File: src/rtl/frame_pkg.sv
// Shared constants and writer state type for the ping-pong frame loader.
package frame_pkg;
    localparam int SIZE_DEF  = 16;
    localparam int PIX_W_DEF = 8;
    localparam int CW        = $clog2(SIZE_DEF);

    typedef enum logic {
        W_IDLE = 1'b0,
        W_FILL = 1'b1
    } wr_state_e;
endpackage

File: src/rtl/frame_bank_ram.sv
// One frame bank: simple dual-port RAM, synchronous write, registered read.
module frame_bank_ram
    import frame_pkg::*;
#(
    parameter int DEPTH = SIZE_DEF * SIZE_DEF,
    parameter int WIDTH = PIX_W_DEF,
    localparam int AW   = $clog2(DEPTH)
) (
    input  logic             clk,
    input  logic             reset,
    input  logic             we,
    input  logic [AW-1:0]    waddr,
    input  logic [WIDTH-1:0] wdata,
    input  logic [AW-1:0]    raddr,
    output logic [WIDTH-1:0] rdata
);

    logic [WIDTH-1:0] mem [DEPTH];

    always_ff @(posedge clk) begin
        if (we) begin
            mem[waddr] <= wdata;
        end
    end

    // Only the output register is reset; the array keeps its contents.
    always_ff @(posedge clk) begin
        if (reset) begin
            rdata <= '0;
        end else begin
            rdata <= mem[raddr];
        end
    end

endmodule

File: src/rtl/frame_loader.sv
// Ping-pong frame buffer: fills one SIZExSIZE bank from a raster stream while
// the other is read by the anti-aliasing stage.
//   state  | meaning
//   W_IDLE | waiting for s_sof; other pixels are dropped and counted
//   W_FILL | writing pixels of a frame in raster order
module frame_loader
    import frame_pkg::*;
#(
    parameter int SIZE     = SIZE_DEF,
    parameter int PIX_W    = PIX_W_DEF,
    localparam int ROW_W   = $clog2(SIZE)
) (
    input  logic             clk,
    input  logic             reset,
    input  logic             s_valid,
    output logic             s_ready,
    input  logic [PIX_W-1:0] s_data,
    input  logic             s_sof,
    output logic             frame_valid,
    input  logic             frame_done,
    input  logic [ROW_W-1:0] rd_row,
    input  logic [ROW_W-1:0] rd_col,
    output logic [PIX_W-1:0] rd_data,
    output logic             sof_err,
    output logic [7:0]       drop_cnt
);

    wr_state_e          state, state_nxt;
    logic               wr_bank, rd_bank, rd_sel;
    logic [1:0]         full, full_nxt;
    logic [ROW_W-1:0]   wr_row, wr_col, row_nxt, col_nxt;
    logic [2*ROW_W-1:0] wr_addr, rd_addr;
    logic               accept, wr_en, set_full, release_bank;
    logic               sof_err_nxt, drop_inc, last_pix;
    logic [PIX_W-1:0]   q0, q1;

    assign s_ready      = !full[wr_bank] && !reset;
    assign accept       = s_valid && s_ready;
    assign frame_valid  = full[rd_bank];
    assign release_bank = frame_done && full[rd_bank];
    assign last_pix     = (wr_row == '1) && (wr_col == '1);
    assign rd_addr      = {rd_row, rd_col};

    always_comb begin
        state_nxt   = state;
        row_nxt     = wr_row;
        col_nxt     = wr_col;
        wr_en       = 1'b0;
        wr_addr     = {wr_row, wr_col};
        set_full    = 1'b0;
        sof_err_nxt = 1'b0;
        drop_inc    = 1'b0;
        if (accept) begin
            if (s_sof) begin
                // A start-of-frame always restarts at (0,0), mid-frame or not.
                wr_en       = 1'b1;
                wr_addr     = '0;
                row_nxt     = '0;
                col_nxt     = ROW_W'(1);
                state_nxt   = W_FILL;
                sof_err_nxt = (state == W_FILL);
            end else if (state == W_IDLE) begin
                drop_inc = 1'b1;
            end else begin
                wr_en = 1'b1;
                if (last_pix) begin
                    set_full  = 1'b1;
                    row_nxt   = '0;
                    col_nxt   = '0;
                    state_nxt = W_IDLE;
                end else begin
                    col_nxt = wr_col + ROW_W'(1);
                    if (wr_col == '1) begin
                        row_nxt = wr_row + ROW_W'(1);
                    end
                end
            end
        end
    end

    // Set and release never hit the same bank, so both may apply together.
    always_comb begin
        full_nxt = full;
        if (set_full) begin
            full_nxt[wr_bank] = 1'b1;
        end
        if (release_bank) begin
            full_nxt[rd_bank] = 1'b0;
        end
    end

    always_ff @(posedge clk) begin
        if (reset) begin
            state    <= W_IDLE;
            wr_bank  <= 1'b0;
            rd_bank  <= 1'b0;
            rd_sel   <= 1'b0;
            full     <= 2'b00;
            wr_row   <= '0;
            wr_col   <= '0;
            sof_err  <= 1'b0;
            drop_cnt <= 8'd0;
        end else begin
            state   <= state_nxt;
            wr_row  <= row_nxt;
            wr_col  <= col_nxt;
            full    <= full_nxt;
            sof_err <= sof_err_nxt;
            rd_sel  <= rd_bank;
            if (set_full) begin
                wr_bank <= ~wr_bank;
            end
            if (release_bank) begin
                rd_bank <= ~rd_bank;
            end
            if (drop_inc && (drop_cnt != 8'hFF)) begin
                drop_cnt <= drop_cnt + 8'd1;
            end
        end
    end

    frame_bank_ram #(.DEPTH(SIZE * SIZE), .WIDTH(PIX_W)) u_bank0 (
        .clk   (clk),
        .reset (reset),
        .we    (wr_en && !wr_bank),
        .waddr (wr_addr),
        .wdata (s_data),
        .raddr (rd_addr),
        .rdata (q0)
    );

    frame_bank_ram #(.DEPTH(SIZE * SIZE), .WIDTH(PIX_W)) u_bank1 (
        .clk   (clk),
        .reset (reset),
        .we    (wr_en && wr_bank),
        .waddr (wr_addr),
        .wdata (s_data),
        .raddr (rd_addr),
        .rdata (q1)
    );

    assign rd_data = rd_sel ? q1 : q0;

endmodule

File: config.mk
export PLATFORM = sky130hd
export DESIGN_NAME = frame_loader
export DESIGN_NICKNAME = d
export VERILOG_FILES = /design/src/rtl/frame_pkg.sv /design/src/rtl/frame_bank_ram.sv /design/src/rtl/frame_loader.sv
export SDC_FILE = /design/constraint.sdc
export NUM_CORES = 2
export LEC_CHECK = 0
export CAP_MARGIN = 40
export CORE_UTILIZATION = 39
export DETAILED_ROUTE_END_ITERATION = 10
export SKIP_CTS_REPAIR_TIMING = 1
export SYNTH_ARGS = -nofsm -noshare
export SYNTH_HDL_FRONTEND = slang
export SYNTH_HIERARCHICAL = 1
export SYNTH_SLANG_ARGS = --single-unit
File: constraint.sdc
create_clock -name clk -period 4.4 [get_ports clk]
set_input_delay 0.44 -clock clk [delete_from_list [all_inputs] [get_ports clk]]
set_output_delay 0.44 -clock clk [all_outputs]
set_load 0.03 [all_outputs]
==> flow_summary.toml <==
[outcome]
status = "finished with violations"
failed_checks = "negative hold slack"

[cells_and_area]
layoutNonFillerInstCount = 14700
nFillCells = 34700
final_layout_size_suffix_gt1_share_pct = 21.8
nets = 8840
area.growth.synth_to_final_pct = 14.5
finalCoreUtilization_pct = 45.0

[setup_path]
worst-endpoint-required_ps = 5010
crit_type = "reg2reg"
r2r_setup_slack_ps = 360
timing.reg2reg.worst_path_depth = 9
worstPathMaxFanout = 12
critical_path_startpoint_category = "register"
timing.critical_path.arrival_ps = 4640
worstSetupEndpointType = "register"
timing.critical_path.slowest_cell_delay_ps = 600
cp_num_cells = 9
worst_r2r_endpoint = "u_bank0/mem[73][5]"
cp_slowest_cell = "sky130_fd_sc_hd__nor2_1"
regToRegStartpoint = "wr_bank"
crit_buf_inv = 2
startpoint = "wr_bank"
crit_end = "u_bank0/mem[73][5]"
critical_path.cell_chain = "mux2i_4 -> and2_0 -> nand2_1 -> and2_1 -> buf_4 -> nor2b_1 -> nand3_1 -> buf_12 -> nor2_1"
top_family_by_delay_on_critical_path = "simple AND/OR/NAND/NOR gates"

[timing]
setup_viol = 0
timing.max_slew.rel_slack_pct = 29.3
fin_crit_ps = 4040
fmax_mhz = 248
finalHoldWorstSlack_ps = -3.99
post_route_skew_ps = 60.2
timing_max_transition_violations_final = 0
timing.setup.tns_ps = 0
timing_worst_slew_pin_value_ps = 1060
timing_hold_violations_final = 1
part_of_the_cycle_the_worst_path_needs_pct = 91.8
grt_setup_unrepaired = "no"

[flow_run]
max_cap_violations = 0

[clocking]
cts_tree = "done"
h_tree_levels = 5
cts_made_buffers = 416
insertion_delay_ps = 1000
clock_pin_slew_on_the_worst_setup_and_hold_paths_ps = 60
tritoncts_num_sinks = 4135
cts_root_buffer = "sky130_fd_sc_hd__clkbuf_16"
maximum_buffer_depth_of_the_clock_tree = 4

[placement]
final_weighted_congestion_of_routability_driven_global_placement = 0.897
port-buffer-count = 39
place.detailed.hpwl_um = 293000
numPlacedInstances = 13900

[yosys]
synthesis.instances = 8209
synthDistinctLibCells = 83
synth_flop_cell = "sky130_fd_sc_hd__edfxtp_1"
syn_nets = 8233
netlist_area_pre_place_um2 = 163000
synth_top_cell_by_area = "sky130_fd_sc_hd__edfxtp_1"
synth-edff-count = 4096
cell_with_the_most_instances_after_synthesis = "sky130_fd_sc_hd__edfxtp_1"
synth_area_per_cell_um2 = 19.8
synth.cells.most_frequent = "sky130_fd_sc_hd__edfxtp_1 (4,096), sky130_fd_sc_hd__mux4_2 (660), sky130_fd_sc_hd__mux2i_1 (643)"
async_flop_share_pct = 0
synth_seq_cells = 4135
synthDominantCellAreaShare_pct = 75.7
yosysWarnings = 6
synth_seq_area_share_pct = 76.2
netlist_top_cells_area = "sky130_fd_sc_hd__edfxtp_1 (76%), sky130_fd_sc_hd__mux4_2 (9.1%), sky130_fd_sc_hd__mux2i_1 (4.0%)"

[routing]
detail_route.first_pass.iterations = 6
wirelength_um = 450000
routedWlPerCell_um = 30.7
via_count = 85800
number_of_drc_markers_in_iteration_0 = 10700
residual_drc_count = 0
viasPerCell = 5.85
route.antenna.remaining_nets = 0

[global_route]
grtUsageMet1_pct = 29.1
initial_antenna_violation_count = 20
grt_remaining_overflow = 0
overall_routing_resource_usage_pct = 21.1
grt_use_met3_pct = 3.47
first_global_vias = 84900
gr-usage-met2_pct = 34.0
pin_count_of_the_biggest_net_entering_global_routing = 122
busiest_layer = "met2"
global_route_wire_length_before_repair_um = 639000

[floorplan]
design.core.area_um2 = 414000
row_count = 236
floorplan.initialDensity_pct = 39.3
io_pins = 40
floorplan.die.width_um = 648
die_area_um2 = 419000
die_h_um = 648

[worst_hold_path]
hp-class = "in2reg"
hold-path-cell-count = 1

[power]
leakage_power_nw = 59.5
power.ir.vdd_worst_uv = 361
p_per_area_nw_per_um2 = 447
p_total_mw = 83.2
-- where the power goes --
group / switching [mW] / internal [mW]
Sequential: 0.0374 / 43.3
Clock: 15.0 / 20.7
Combinational: 2.78 / 1.36
-- worst reg2reg max path: cells and delay by family (launching register included) --
kind | cells | cell delay [ps]
DFF | 1 | 480
and+or+nand+nor | 6 | 2120
muxes | 1 | 400
buffers and inverters | 2 | 680
-- cells by family (layout without fill, tap and decap cells) --
| group | Yosys count | count (layout) | synth area share [%] |
|---|---|---|---|
| flops | 4135 | 4135 | 76.2 |
| fa+ha+maj | 3 | 3 | 0.0231 |
| buf+inv | 506 | 1463 | 2.26 |
| other cells | 0 | 15 | 0 |
| compound gates | 879 | 879 | 3.81 |
| simple gates | 1307 | 1307 | 3.55 |
| mux | 1379 | 1379 | 14.2 |
-- per-stage QoR --
stage	area (um2)	setup slack [ps]
floorplan	163000	1310
global placement	172000	98.7
detailed placement	172000	65.6
CTS	186000	430
global route	186000	193
finish	186000	363
-- sequential cells by signal, summed over array words and instances, names as in the netlist --
register       count
wr_bank            1
wr_col             4
rd_sel             1
rd_bank            1
state              1
u_bank0/rdata      8
u_bank1/mem     2048
wr_row             4
full               2
u_bank0/mem     2048
drop_cnt           8
u_bank1/rdata      8
sof_err            1
-- worst min-delay path by stage --
stage / startpoint / endpoint / slack [ps]
CTS: s_data[2] / u_bank0/mem[91][2] / -90
detailed placement: drop_cnt[7] / drop_cnt[7] / 530
finish: s_data[1] / u_bank0/mem[218][1] / -4
global placement: drop_cnt[6] / drop_cnt[6] / 500
global route: s_data[1] / u_bank0/mem[218][1] / 3
floorplan: wr_col[1] / wr_col[1] / 450
-- metal layers --
layer	part of all wire (%)	wire, um
met5	0.014	64
met4	3.6	16400
met3	8.2	36900
met2	48	215000
met1	40	182000
-- layout make-up --
class                      count  area (um2)  area share [%]
sequential                  4135      124000            66.5
clock buffer                 511       11000            5.91
inverter                      11        43.8          0.0235
multi-input combinational   3568       35200            18.9
clock inverter               257        2710            1.46
tap                         5474        6850            3.68
antenna                       15        37.5          0.0202
timing repair buffer         684        6540            3.51
-- cells in the final DEF, fill, tap and decap left out, types with 39 or more instances in the layout --
cell,Yosys,final
sky130_fd_sc_hd__edfxtp_1,4096,4096
sky130_fd_sc_hd__mux4_2,660,660
sky130_fd_sc_hd__mux2i_1,643,643
sky130_fd_sc_hd__nor2_1,626,623
sky130_fd_sc_hd__buf_4,30,530
sky130_fd_sc_hd__clkbuf_16,0,425
sky130_fd_sc_hd__nand2_1,314,312
sky130_fd_sc_hd__o22ai_1,211,211
sky130_fd_sc_hd__a21oi_1,153,152
sky130_fd_sc_hd__o221ai_1,150,150
sky130_fd_sc_hd__buf_12,36,100
sky130_fd_sc_hd__nand3_1,96,96
sky130_fd_sc_hd__a211oi_1,86,86
sky130_fd_sc_hd__clkinv_1,0,82
sky130_fd_sc_hd__clkbuf_1,194,81
sky130_fd_sc_hd__a22oi_1,80,80
sky130_fd_sc_hd__clkinv_2,0,77
sky130_fd_sc_hd__nor3_1,67,65
sky130_fd_sc_hd__mux4_1,62,62
sky130_fd_sc_hd__o21ai_0,59,59
sky130_fd_sc_hd__bufinv_16,0,49
sky130_fd_sc_hd__nand4_1,46,46
sky130_fd_sc_hd__dfxtp_1,39,39
(Power assumes the default switching activity.)
